[src/rtl/mem_arbiter.sv]
// Round-robin arbiter that shares one single-port memory between a read-only
// fetch port and a read/write data port, one transaction at a time.
module mem_arbiter #(
   parameter int ADDR_W         = 32,
   parameter int DATA_W         = 32,
   parameter int MEM_LATENCY    = 2,
   parameter int MEM_SIZE_BYTES = 64
) (
   input  logic              clk,
   input  logic              reset,
   input  logic              if_req_valid,
   input  logic [ADDR_W-1:0] if_req_addr,
   output logic              if_req_ready,
   output logic              if_rsp_valid,
   output logic [DATA_W-1:0] if_rsp_data,
   output logic              if_rsp_err,
   input  logic              dc_req_valid,
   input  logic              dc_req_rw,
   input  logic [ADDR_W-1:0] dc_req_addr,
   input  logic [DATA_W-1:0] dc_req_wdata,
   output logic              dc_req_ready,
   output logic              dc_rsp_valid,
   output logic [DATA_W-1:0] dc_rsp_data,
   output logic              dc_rsp_err,
   output logic              mem_op_en,
   output logic              mem_rd_wr,
   output logic [ADDR_W-1:0] mem_addr,
   output logic [DATA_W-1:0] mem_wr_data,
   input  logic [DATA_W-1:0] mem_rd_data
);

   localparam int CNT_W = (MEM_LATENCY > 1) ? $clog2(MEM_LATENCY) : 1;
   localparam logic [ADDR_W-1:0] ALIGN_MASK = ~ADDR_W'(DATA_W / 8 - 1);
   localparam logic [ADDR_W-1:0] MEM_LIMIT  = ADDR_W'(MEM_SIZE_BYTES);
   localparam logic [CNT_W-1:0]  CNT_LOAD   = CNT_W'(MEM_LATENCY - 1);
   localparam logic OWN_IF = 1'b0;
   localparam logic OWN_DC = 1'b1;

   typedef enum logic [1:0] {
      IDLE   = 2'd0,
      ACCESS = 2'd1,
      RESP   = 2'd2
   } state_t;

   state_t            state_r;
   state_t            state_s;
   logic              last_grant_r;
   logic              owner_r;
   logic              rw_r;
   logic [ADDR_W-1:0] addr_r;
   logic [DATA_W-1:0] wdata_r;
   logic [CNT_W-1:0]  cnt_r;
   logic [DATA_W-1:0] rsp_data_r;
   logic              rsp_err_r;
   logic              grant_if_s;
   logic              grant_dc_s;
   logic              handshake_s;
   logic [ADDR_W-1:0] req_addr_s;
   logic              in_range_s;

   // The port that did not win last time takes a tie.
   always_comb begin
      grant_if_s = 1'b0;
      grant_dc_s = 1'b0;
      if (state_r == IDLE) begin
         if (if_req_valid && (!dc_req_valid || (last_grant_r == OWN_DC))) begin
            grant_if_s = 1'b1;
         end else if (dc_req_valid) begin
            grant_dc_s = 1'b1;
         end else begin
            grant_if_s = 1'b0;
         end
      end else begin
         grant_dc_s = 1'b0;
      end
      handshake_s = grant_if_s | grant_dc_s;
      req_addr_s  = grant_dc_s ? dc_req_addr : if_req_addr;
      in_range_s  = (req_addr_s < MEM_LIMIT);
   end

   always_ff @(posedge clk or posedge reset) begin
      if (reset) begin
         state_r <= IDLE;
      end else begin
         state_r <= state_s;
      end
   end

   always_comb begin
      state_s = state_r;
      case (state_r)
         IDLE: begin
            if (handshake_s) begin
               state_s = in_range_s ? ACCESS : RESP;
            end else begin
               state_s = IDLE;
            end
         end
         ACCESS: begin
            if (cnt_r == {CNT_W{1'b0}}) begin
               state_s = RESP;
            end else begin
               state_s = ACCESS;
            end
         end
         RESP:    state_s = IDLE;
         default: state_s = IDLE;
      endcase
   end

   // Request capture and response register; out-of-range requests skip memory.
   always_ff @(posedge clk or posedge reset) begin
      if (reset) begin
         last_grant_r <= OWN_DC;
         owner_r      <= OWN_IF;
         rw_r         <= 1'b0;
         addr_r       <= {ADDR_W{1'b0}};
         wdata_r      <= {DATA_W{1'b0}};
         cnt_r        <= {CNT_W{1'b0}};
         rsp_data_r   <= {DATA_W{1'b0}};
         rsp_err_r    <= 1'b0;
      end else if (handshake_s) begin
         last_grant_r <= grant_dc_s;
         owner_r      <= grant_dc_s;
         rw_r         <= grant_dc_s & dc_req_rw;
         addr_r       <= req_addr_s & ALIGN_MASK;
         wdata_r      <= grant_dc_s ? dc_req_wdata : {DATA_W{1'b0}};
         cnt_r        <= CNT_LOAD;
         rsp_data_r   <= {DATA_W{1'b0}};
         rsp_err_r    <= ~in_range_s;
      end else if (state_r == ACCESS) begin
         cnt_r <= cnt_r - CNT_W'(1);
         if (cnt_r == {CNT_W{1'b0}}) begin
            rsp_data_r <= rw_r ? {DATA_W{1'b0}} : mem_rd_data;
         end else begin
            rsp_data_r <= rsp_data_r;
         end
      end else begin
         cnt_r <= cnt_r;
      end
   end

   always_comb begin
      if_req_ready = grant_if_s;
      dc_req_ready = grant_dc_s;
      if_rsp_valid = 1'b0;
      if_rsp_data  = {DATA_W{1'b0}};
      if_rsp_err   = 1'b0;
      dc_rsp_valid = 1'b0;
      dc_rsp_data  = {DATA_W{1'b0}};
      dc_rsp_err   = 1'b0;
      mem_op_en    = 1'b0;
      mem_rd_wr    = 1'b0;
      mem_addr     = {ADDR_W{1'b0}};
      mem_wr_data  = {DATA_W{1'b0}};
      case (state_r)
         ACCESS: begin
            mem_op_en   = 1'b1;
            mem_rd_wr   = rw_r;
            mem_addr    = addr_r;
            mem_wr_data = wdata_r;
         end
         RESP: begin
            if (owner_r == OWN_DC) begin
               dc_rsp_valid = 1'b1;
               dc_rsp_data  = rsp_data_r;
               dc_rsp_err   = rsp_err_r;
            end else begin
               if_rsp_valid = 1'b1;
               if_rsp_data  = rsp_data_r;
               if_rsp_err   = rsp_err_r;
            end
         end
         default: begin
            mem_op_en = 1'b0;
         end
      endcase
   end

endmodule

[config.mk]
export PLATFORM = sky130hd
export DESIGN_NAME = mem_arbiter
export DESIGN_NICKNAME = d
export VERILOG_FILES = /design/src/rtl/mem_arbiter.sv
export SDC_FILE = /design/constraint.sdc
export NUM_CORES = 1
export LEC_CHECK = 0
export ABC_AREA = 1
export BUFFER_PORTS_ARGS = -buffer_cell sky130_fd_sc_hd__buf_2
export CORE_MARGIN = 2
export CORE_UTILIZATION = 41
export CTS_CLUSTER_DIAMETER = 80
export DETAILED_ROUTE_END_ITERATION = 8
export PLACE_DENSITY = 0.77
export SYNTH_ARGS = -nofsm -noshare
export SYNTH_HDL_FRONTEND = slang
export SYNTH_SLANG_ARGS = --single-unit
[constraint.sdc]
create_clock -name clk -period 2.8 [get_ports clk]
set_input_delay 0.28 -clock clk [delete_from_list [all_inputs] [get_ports clk]]
set_output_delay 0.28 -clock clk [all_outputs]
set_load 0.005 [all_outputs]
## Yosys cells after proc, flatten, opt, wreduce, memory -nomap -nowiden

Index checks and enable logic that the tools add are counted.

| operators by class | value |
|---|---|
| add/sub/neg operators | 1 |
| order comparisons | 1 |
| equality and inequality tests | 3 |
| multiplexer cells | 33 |
| bitwise gates (word level) | 3 |
| reductions and logical operators | 6 |

Operators with widths:

| cell | count |
|---|---|
| two-way mux 32 bit | 12 |
| less-than comparator 32 x 7 -> 1 bit (second input constant) | 1 |
| two-way mux 1 bit | 17 |
| two-way mux 2 bit | 3 |
| one-hot mux 2 bit (2 select lines) | 1 |
| == test 2 x 1 -> 1 bit (second input constant) | 1 |
| == test 2 bit (second input constant) | 1 |
| zero test 2 bit | 1 |
| != test 2 x 1 -> 1 bit (second input constant) | 1 |
| AND reduction 2 bit | 1 |
| nonzero test 2 bit | 1 |
| bitwise AND 1 bit | 1 |
| logical AND 1 bit | 1 |
| zero test 1 bit | 1 |
| logical OR 1 bit | 1 |
| inverter 1 bit | 1 |
| bitwise OR 1 bit | 1 |
| subtractor 1 bit (second input constant) | 1 |

| storage, ports and cells | value |
|---|---|
| register bits after elaboration | 101 |
| output and inout bits | 136 |
| word-level logic and storage cells | 56 |

## Logic depth before layout (Yosys ltp)

Gate-level depths: netlist of run 1.

| logic depth | value |
|---|---|
| word-level depth | 10 |
| gate-level depth with buffers | 13 |

## Worst setup path before layout of run 1

OpenSTA, ideal clock, no wires.

| timing | value |
|---|---|
| path type | reg-to-reg |
| from | register last_grant_r |
| to | register rsp_data_r[20] |
| library setup time | 0.126 ns |
| data arrival time | 1.477 ns |
| path slack | 1.196 ns |
| cell stages (with the launch flop) | 9 |
| buffers on the path | 1 |
| path through | dfstp_2 -> o21ai_1 -> nor3_2 -> inv_2 -> nand2_2 -> inv_2 -> o21ai_2 -> buf_2 -> o21ai_0 |

| on the way | value |
|---|---|
| word-level cells in the longest chain between the ends | 7 |
| elaborated cells on any way between the ends | 11 |

RTL lines:

| element | line | source |
|---|---|---|
| start: declaration | 47 | `logic last_grant_r;` |
| start signal: assignment | 123 | `last_grant_r <= grant_dc_s;` |
| logical OR 1 bit (*) | 66 | `if (if_req_valid && (!dc_req_valid \|\| (last_grant_r == OWN_DC))) begin` |
| logical AND 1 bit (*) | 66 |  |
| two-way mux 1 bit (*) | 66 |  |
| two-way mux 1 bit (*) | 65 | `if (state_r == IDLE) begin` |
| named net if_req_ready | 13 | `output logic if_req_ready,` |
| bitwise OR 1 bit (*) | 76 | `handshake_s = grant_if_s \| grant_dc_s;` |
| != test 2 x 1 -> 1 bit (no line) or nonzero test 2 bit (tied branches) | n/a |  |
| AND reduction 2 bit (no line) | n/a |  |
| end signal: assignment | 120 | `rsp_data_r <= {DATA_W{1'b0}};` |
| end signal: assignment | 129 | `rsp_data_r <= {DATA_W{1'b0}};` |
| end signal: assignment | 134 | `rsp_data_r <= rw_r ? {DATA_W{1'b0}} : mem_rd_data;` |
| end: declaration | 53 | `logic [DATA_W-1:0] rsp_data_r;` |

The timed path passes the listed nets; every way through them passes the cells marked *.
A chain may end at the register's enable or synchronous reset.

## Worst setup path in the final report of run 1

| timing | value |
|---|---|
| from | register state_r[1] |
| to | output port dc_req_ready |

| on the way | value |
|---|---|
| word-level cells in the longest chain between the ends | 2 |

RTL lines:

| element | line | source |
|---|---|---|
| start: declaration | 45 | `state_t state_r;` |
| start signal: assignment | 85 | `state_r <= state_s;` |
| zero test 2 bit | 65 |  |
| two-way mux 1 bit | 65 |  |
| end: declaration | 21 | `output logic dc_req_ready,` |

Every way passes these cells.

==> flow_summary.yaml, run 1 <==
route:
  drt_iter0_drc: 279
  post_drt_wl_per_cell_um: 12.7
  vias: 5229
  drt_wl_total_mm: 14.4
  ant_nets: 0
  firstDrtPassIters: 4
  vias_per_cell: 4.61
  drc_errors: 0
worst_setup_path:
  critPathMaxFanout: 32
  crit_type: "reg2out"
  end_kind: "output port"
  cp.arrival_ps: 2260
  required_ps: 2520
  cp-start-kind: "flip-flop"
outcome:
  status: "complete, no violations"
die:
  die_x_um: 116
  rows: 40
  start_util_pct: 42.5
  dieArea_um2: 13500
  core_area_um2: 12200
  die_h_um: 116
  num_io_pins: 269
synth:
  synth_edf_count: 0
  synthTopCellsByCount: "nor2_1, nand2_1, inv_1"
  ys.flop_type: "dfrtp_1"
  yosysSeqAreaShare_pct: 49.0
  synth_cell_types: 24
  ys_seq_elements: 101
  synth_area_leader_cell: "dfrtp_1"
  ys_warn_count: 0
  synth_async_sr_flop_share_pct: 100
  synth_area_leaders: "dfrtp_1, nor2_1, nand2_1"
  post-synth-top-count-cell: "nor2_1"
  syn_inst: 719
  syn_area_um2: 5160
  synth_top_area_share_pct: 48.5
  syn_avg_cell_area_um2: 7.18
sta:
  tightestPinTransition_ps: 1130
  relSlewSlack_pct: 24.9
  finalClockSkew_ps: 8.45
  finalCritPeriodShare_pct: 90.9
  slew_viol_final: 0
  fin_ws_ps: 256
  rsz0062_at_grt: "no"
  fmax_mhz: 393
  setup_viol: 0
  min_period_ps: 2540
  setup_tns_ps: 0
  hold_viol: 0
clock_tree:
  cts_tree: "yes"
  cts.clk_slew.worst_paths_ps: 70
  root_buffer: "clkbuf_16"
  cts.path.max_buffers: 2
  cts_setup_buffers: 0
  numCtsBuffers: 9
  htreeDepth: 3
  clk_latency_ps: 340
  cts_num_sinks: 101
placed_design:
  hpwlAfterDp_mm: 10.7
  portBuffers: 262
  dpl_cell_area_um2: 6590
  dp_slack_ps: 299
  dp_cells: 1116
  gp_congestion: 0.843
cells_and_area:
  syn_to_final_growth_pct: 33.6
  drive_above_1_share_pct: 31.0
  final_cell_count_no_fill: 1135
  finalNetCount: 1093
  fin_area_um2: 6900
grt:
  grt_pass1_vias: 4771
  grt_pass1_wl_mm: 22.6
  grt_max_degree: 60
  grt.total_usage_pct: 21.1
  antenna_found_initial: 2
  overflow: 0
power_and_ir_drop:
  p_leak_nw: 3.86
  power.density_nw_per_um2: 687
  ir_drop_mv: 0.279
worst_hold_path:
  hold_path.class: "in2reg"
run:
  cap_violations: 0
## cell type report
cell class / instances / area, um^2
inverter: 125 / 473
tap: 168 / 210
antenna: 2 / 5.00
clock inverter: 4 / 51.3
timing repair buffer: 273 / 1420
fill: 1183 / 5270
sequential: 101 / 2530
clock buffer: 12 / 236
multi-input combinational: 450 / 1970
## worst max-delay path, stage by stage, from the launching register on
cell and delay, ps:
dfrtp_1 460, nor2_4 140, nand2_2 380, inv_2 370, buf_4 380, buf_2 180
## layer usage
metal | vias up | part of all wire (%) | global-route usage [%] | routed length (um)
met3 | 23 | 7.0 | 3.84 | 1010
met5 | - | 0 | 0 | 0
li1 | 2651 | - | - | -
met2 | 201 | 47 | 36.5 | 6790
met4 | 0 | 2.3 | 8.25 | 327
met1 | 2354 | 44 | 26.2 | 6280
## registers in the layout, indices dropped and copies added (netlist names)
name and flops:
addr_r 30, rsp_data_r 32, rsp_err_r 1, owner_r 1, state_r 2, last_grant_r 1
rw_r 1, cnt_r 1, wdata_r 32
## cells in the final DEF, fill, tap and decap left out
cell,instances
nor2_1,141
dfstp_2,1
nor2_4,1
buf_12,2
clkinv_2,1
o21ai_1,5
clkbuf_16,9
nor2_2,2
o21ai_2,1
buf_2,262
nand3_1,47
buf_4,8
nand2_1,139
dlygate4sd3_1,1
o211ai_1,4
a21oi_1,2
inv_6,1
nor3_2,1
clkbuf_1,3
inv_2,4
clkinvlp_4,2
nand3b_1,15
nand2_2,2
inv_1,119
o21ai_0,87
clkinv_1,1
bufinv_16,1
a21oi_2,1
conb_1,2
dfrtp_1,100
diode_2,2
## metrics by stage
| step | util [%] | hold slack, ps | power, W |
|---|---|---|---|
| after floorplan | - | 401 | 0.00313 |
| after global placement | 54.2 | 355 | 0.00350 |
| after detailed placement | 54.2 | 355 | 0.00355 |
| after CTS | 56.7 | 132 | 0.00478 |
| after global routing | 56.7 | 150 | 0.00511 |
| final | 56.7 | 147 | 0.00474 |
## cells by family after synthesis
kind of cell / count (synthesis) / share of synthesized area, %
flip-flops: 101 / 49.0
AO/OA/AOI/OAI: 100 / 10.0
buffers and inverters: 169 / 13.0
AND/OR/NAND/NOR: 348 / 27.9
other: 1 / 0.0726
## what timing repair did
item                                   CTS  global route
hold buffers                             1             0
resized for setup                        0             0
endpoints found under the hold margin   21             0
## where the power goes
group | leakage, nW | internal [W] | total, W | switching, W
combinational | 2.42 | 0.000437 | 0.00145 | 0.00101
sequential | 1.31 | 0.00190 | 0.00206 | 0.000166
clock | 0.137 | 0.000696 | 0.00122 | 0.000526
total | 3.86 | 0.00303 | 0.00474 | 0.00170
## path summary, 6_finish.rpt
check | from | end | slack [ps] | cells after the start
worst max-delay path | state_r[1] | dc_req_ready | 260 | 5
worst min-delay path | dc_req_wdata[6] | wdata_r[6] | 150 | 3
worst max register to register | last_grant_r | rsp_data_r[26] | 340 | 6
worst min register to register | addr_r[14] | addr_r[14] | 490 | 2
max in group asynchronous | reset | addr_r[21] | 1460 | 4
min in group asynchronous | reset | wdata_r[19] | 530 | 3
Power figures use the tool's default switching activity.
==> run 2, diff against run 1 <==
--- a/config.mk
+++ b/config.mk
@@ -9,6 +9,7 @@
 export BUFFER_PORTS_ARGS = -buffer_cell sky130_fd_sc_hd__buf_2
 export CORE_MARGIN = 2
 export CORE_UTILIZATION = 41
+export CTS_BUF_LIST = sky130_fd_sc_hd__clkbuf_4 sky130_fd_sc_hd__clkbuf_8 sky130_fd_sc_hd__clkbuf_16
 export CTS_CLUSTER_DIAMETER = 80
 export DETAILED_ROUTE_END_ITERATION = 8
 export PLACE_DENSITY = 0.77
==> run 2 against run 1 <==
Against the previous run:
- via count up 0.46%
- critical path depth unchanged
- critical path type unchanged
- sequential share of layout area fell by 0.060 points
- final cell count unchanged
- first-iteration DRC count decreased by 7.5%
- combinational power about the same
- clock power hardly changed
- sequential cell count unchanged
- setup slack barely moved
- power up 0.67%
==> flow_summary.yaml, run 2 (synthesis gave the netlist of run 1 again) <==
placed_design:
  hpwlAfterDp_mm: 10.7
  portBuffers: 262
  dpl_cell_area_um2: 6590
  gp_congestion: 0.843
cells_and_area:
  n_fill_cell: 1184
  final_util_pct: 56.8
  reg_top3: "rsp_data_r x32, wdata_r x32, addr_r x30"
  syn_to_final_growth_pct: 33.8
  layout_common_cells: "buf_2, nor2_1, nand2_1"
  mostFrequentLayoutCell: "buf_2"
  fin_area_um2: 6910
  finalNetCount: 1093
  drive_above_1_share_pct: 31.3
sta:
  slew_viol_final: 0
  finalClockSkew_ps: 8.29
  tightestPinTransition_ps: 1120
  setup_viol: 0
  finalCritPeriodShare_pct: 90.9
  rsz0062_at_grt: "no"
  fmax_mhz: 393
  hold_viol: 0
  relSlewSlack_pct: 25.0
  min_period_ps: 2540
  setup_tns_ps: 0
power_and_ir_drop:
  pwr-share-seq_pct: 43.3
  power_frac_comb_pct: 30.5
  switchingPower_w: 0.00171
  clkPwrFrac_pct: 26.2
  ir_drop_mv: 0.280
  p_leak_nw: 3.87
  power.density_nw_per_um2: 690
  netSwitchingFraction_pct: 35.8
  total_power_w: 0.00477
  p_int_w: 0.00306
route:
  drt_iter0_drc: 258
  drc_errors: 0
  drt_wl_total_mm: 14.4
  post_drt_wl_per_cell_um: 12.7
  ant_nets: 0
  vias_per_cell: 4.63
  firstDrtPassIters: 4
  vias: 5253
die:
  dieArea_um2: 13500
  rows: 40
  start_util_pct: 42.5
  die_h_um: 116
  core_area_um2: 12200
  num_io_pins: 269
  die_x_um: 116
clock_tree:
  root_buffer: "clkbuf_16"
  postCtsResizedCells: 0
  htreeDepth: 3
  clk_latency_ps: 340
  cts_setup_buffers: 0
  cts.clk_slew.worst_paths_ps: 70
  cts_tree: "yes"
  cts.path.max_buffers: 2
  postCtsHoldBufs: 1
  cts_num_sinks: 101
  numCtsBuffers: 9
worst_hold_path:
  hold_path.class: "in2reg"
  hold_depth: 3
  hold_end: "wdata_r[6]"
  min_from: "dc_req_wdata[6]"
grt:
  grt_max_degree: 60
  grt_pass1_vias: 4772
  antenna_found_initial: 2
  grt.total_usage_pct: 21.1
  overflow: 0
  grt_pass1_wl_mm: 22.6
worst_setup_path:
  cp-start-kind: "flip-flop"
  critPathMaxFanout: 32
  r2r_slack_ps: 330
  rr_endpoint: "rsp_data_r[26]"
  worstReg2RegStart: "last_grant_r"
  required_ps: 2520
  reg2reg_depth: 6
  end_kind: "output port"
  crit_type: "reg2out"
  cp.arrival_ps: 2260
run:
  cap_violations: 0
outcome:
  status: "complete, no violations"
run 2: changes by cell type in the layout (fill, tap and decap cells not counted):
cell / previous run / this run
clkbuf_1: 3 / 0
clkbuf_4: 0 / 3
run 2: stage by stage:
| stage | worst slack, ps | std cells | hold slack (ps) |
|---|---|---|---|
| floorplan | 1200 | 720 | 401 |
| global placement | 376 | 1116 | 355 |
| detailed placement | 299 | 1116 | 355 |
| CTS | 234 | 1133 | 132 |
| global route | 39.4 | 1134 | 149 |
| finish | 256 | 1135 | 146 |
run 2: cell type report:
cell class | instances | area, um^2 | share of cell area [%]
timing repair buffer | 273 | 1420 | 20.6
inverter | 125 | 473 | 6.85
antenna | 2 | 5.00 | 0.0725
clock inverter | 4 | 51.3 | 0.743
sequential | 101 | 2530 | 36.6
clock buffer | 12 | 248 | 3.59
tap | 168 | 210 | 3.04
multi-input combinational | 450 | 1970 | 28.5
run 2: worst max path at each step:
stage	startpoint	end	slack (ps)	cells past startpoint
after floorplan	last_grant_r	rsp_data_r[20]	1200	8
final	state_r[1]	dc_req_ready	260	5
after CTS	state_r[1]	dc_req_ready	230	5
after global placement	last_grant_r	rsp_data_r[10]	380	6
after detailed placement	last_grant_r	rsp_data_r[27]	300	6
after global routing	last_grant_r	rsp_data_r[27]	40	6
run 2: worst max-delay path, stage by stage, from the launching register on:
cell,delay [ps]
dfrtp_1,460
nor2_4,140
nand2_2,380
inv_2,370
buf_4,380
buf_2,180
run 2: layer usage:
metal | up-vias | wire [um] | global-route usage (%)
met5 | - | 0 | 0
met1 | 2384 | 6290 | 26.2
met3 | 27 | 928 | 3.84
met2 | 193 | 6840 | 36.4
met4 | 0 | 357 | 8.57
li1 | 2649 | - | -
run 2: power groups by stage:
stage	sequential, W	clock (W)	combinational [W]
6_report	0.00207	0.00125	0.00145
3_5_place_dp	0.00209	0	0.00146
4_1_cts	0.00207	0.00128	0.00146
5_1_grt	0.00211	0.00134	0.00169
3_3_place_gp	0.00207	0	0.00142
2_1_floorplan	0.00205	0	0.00108
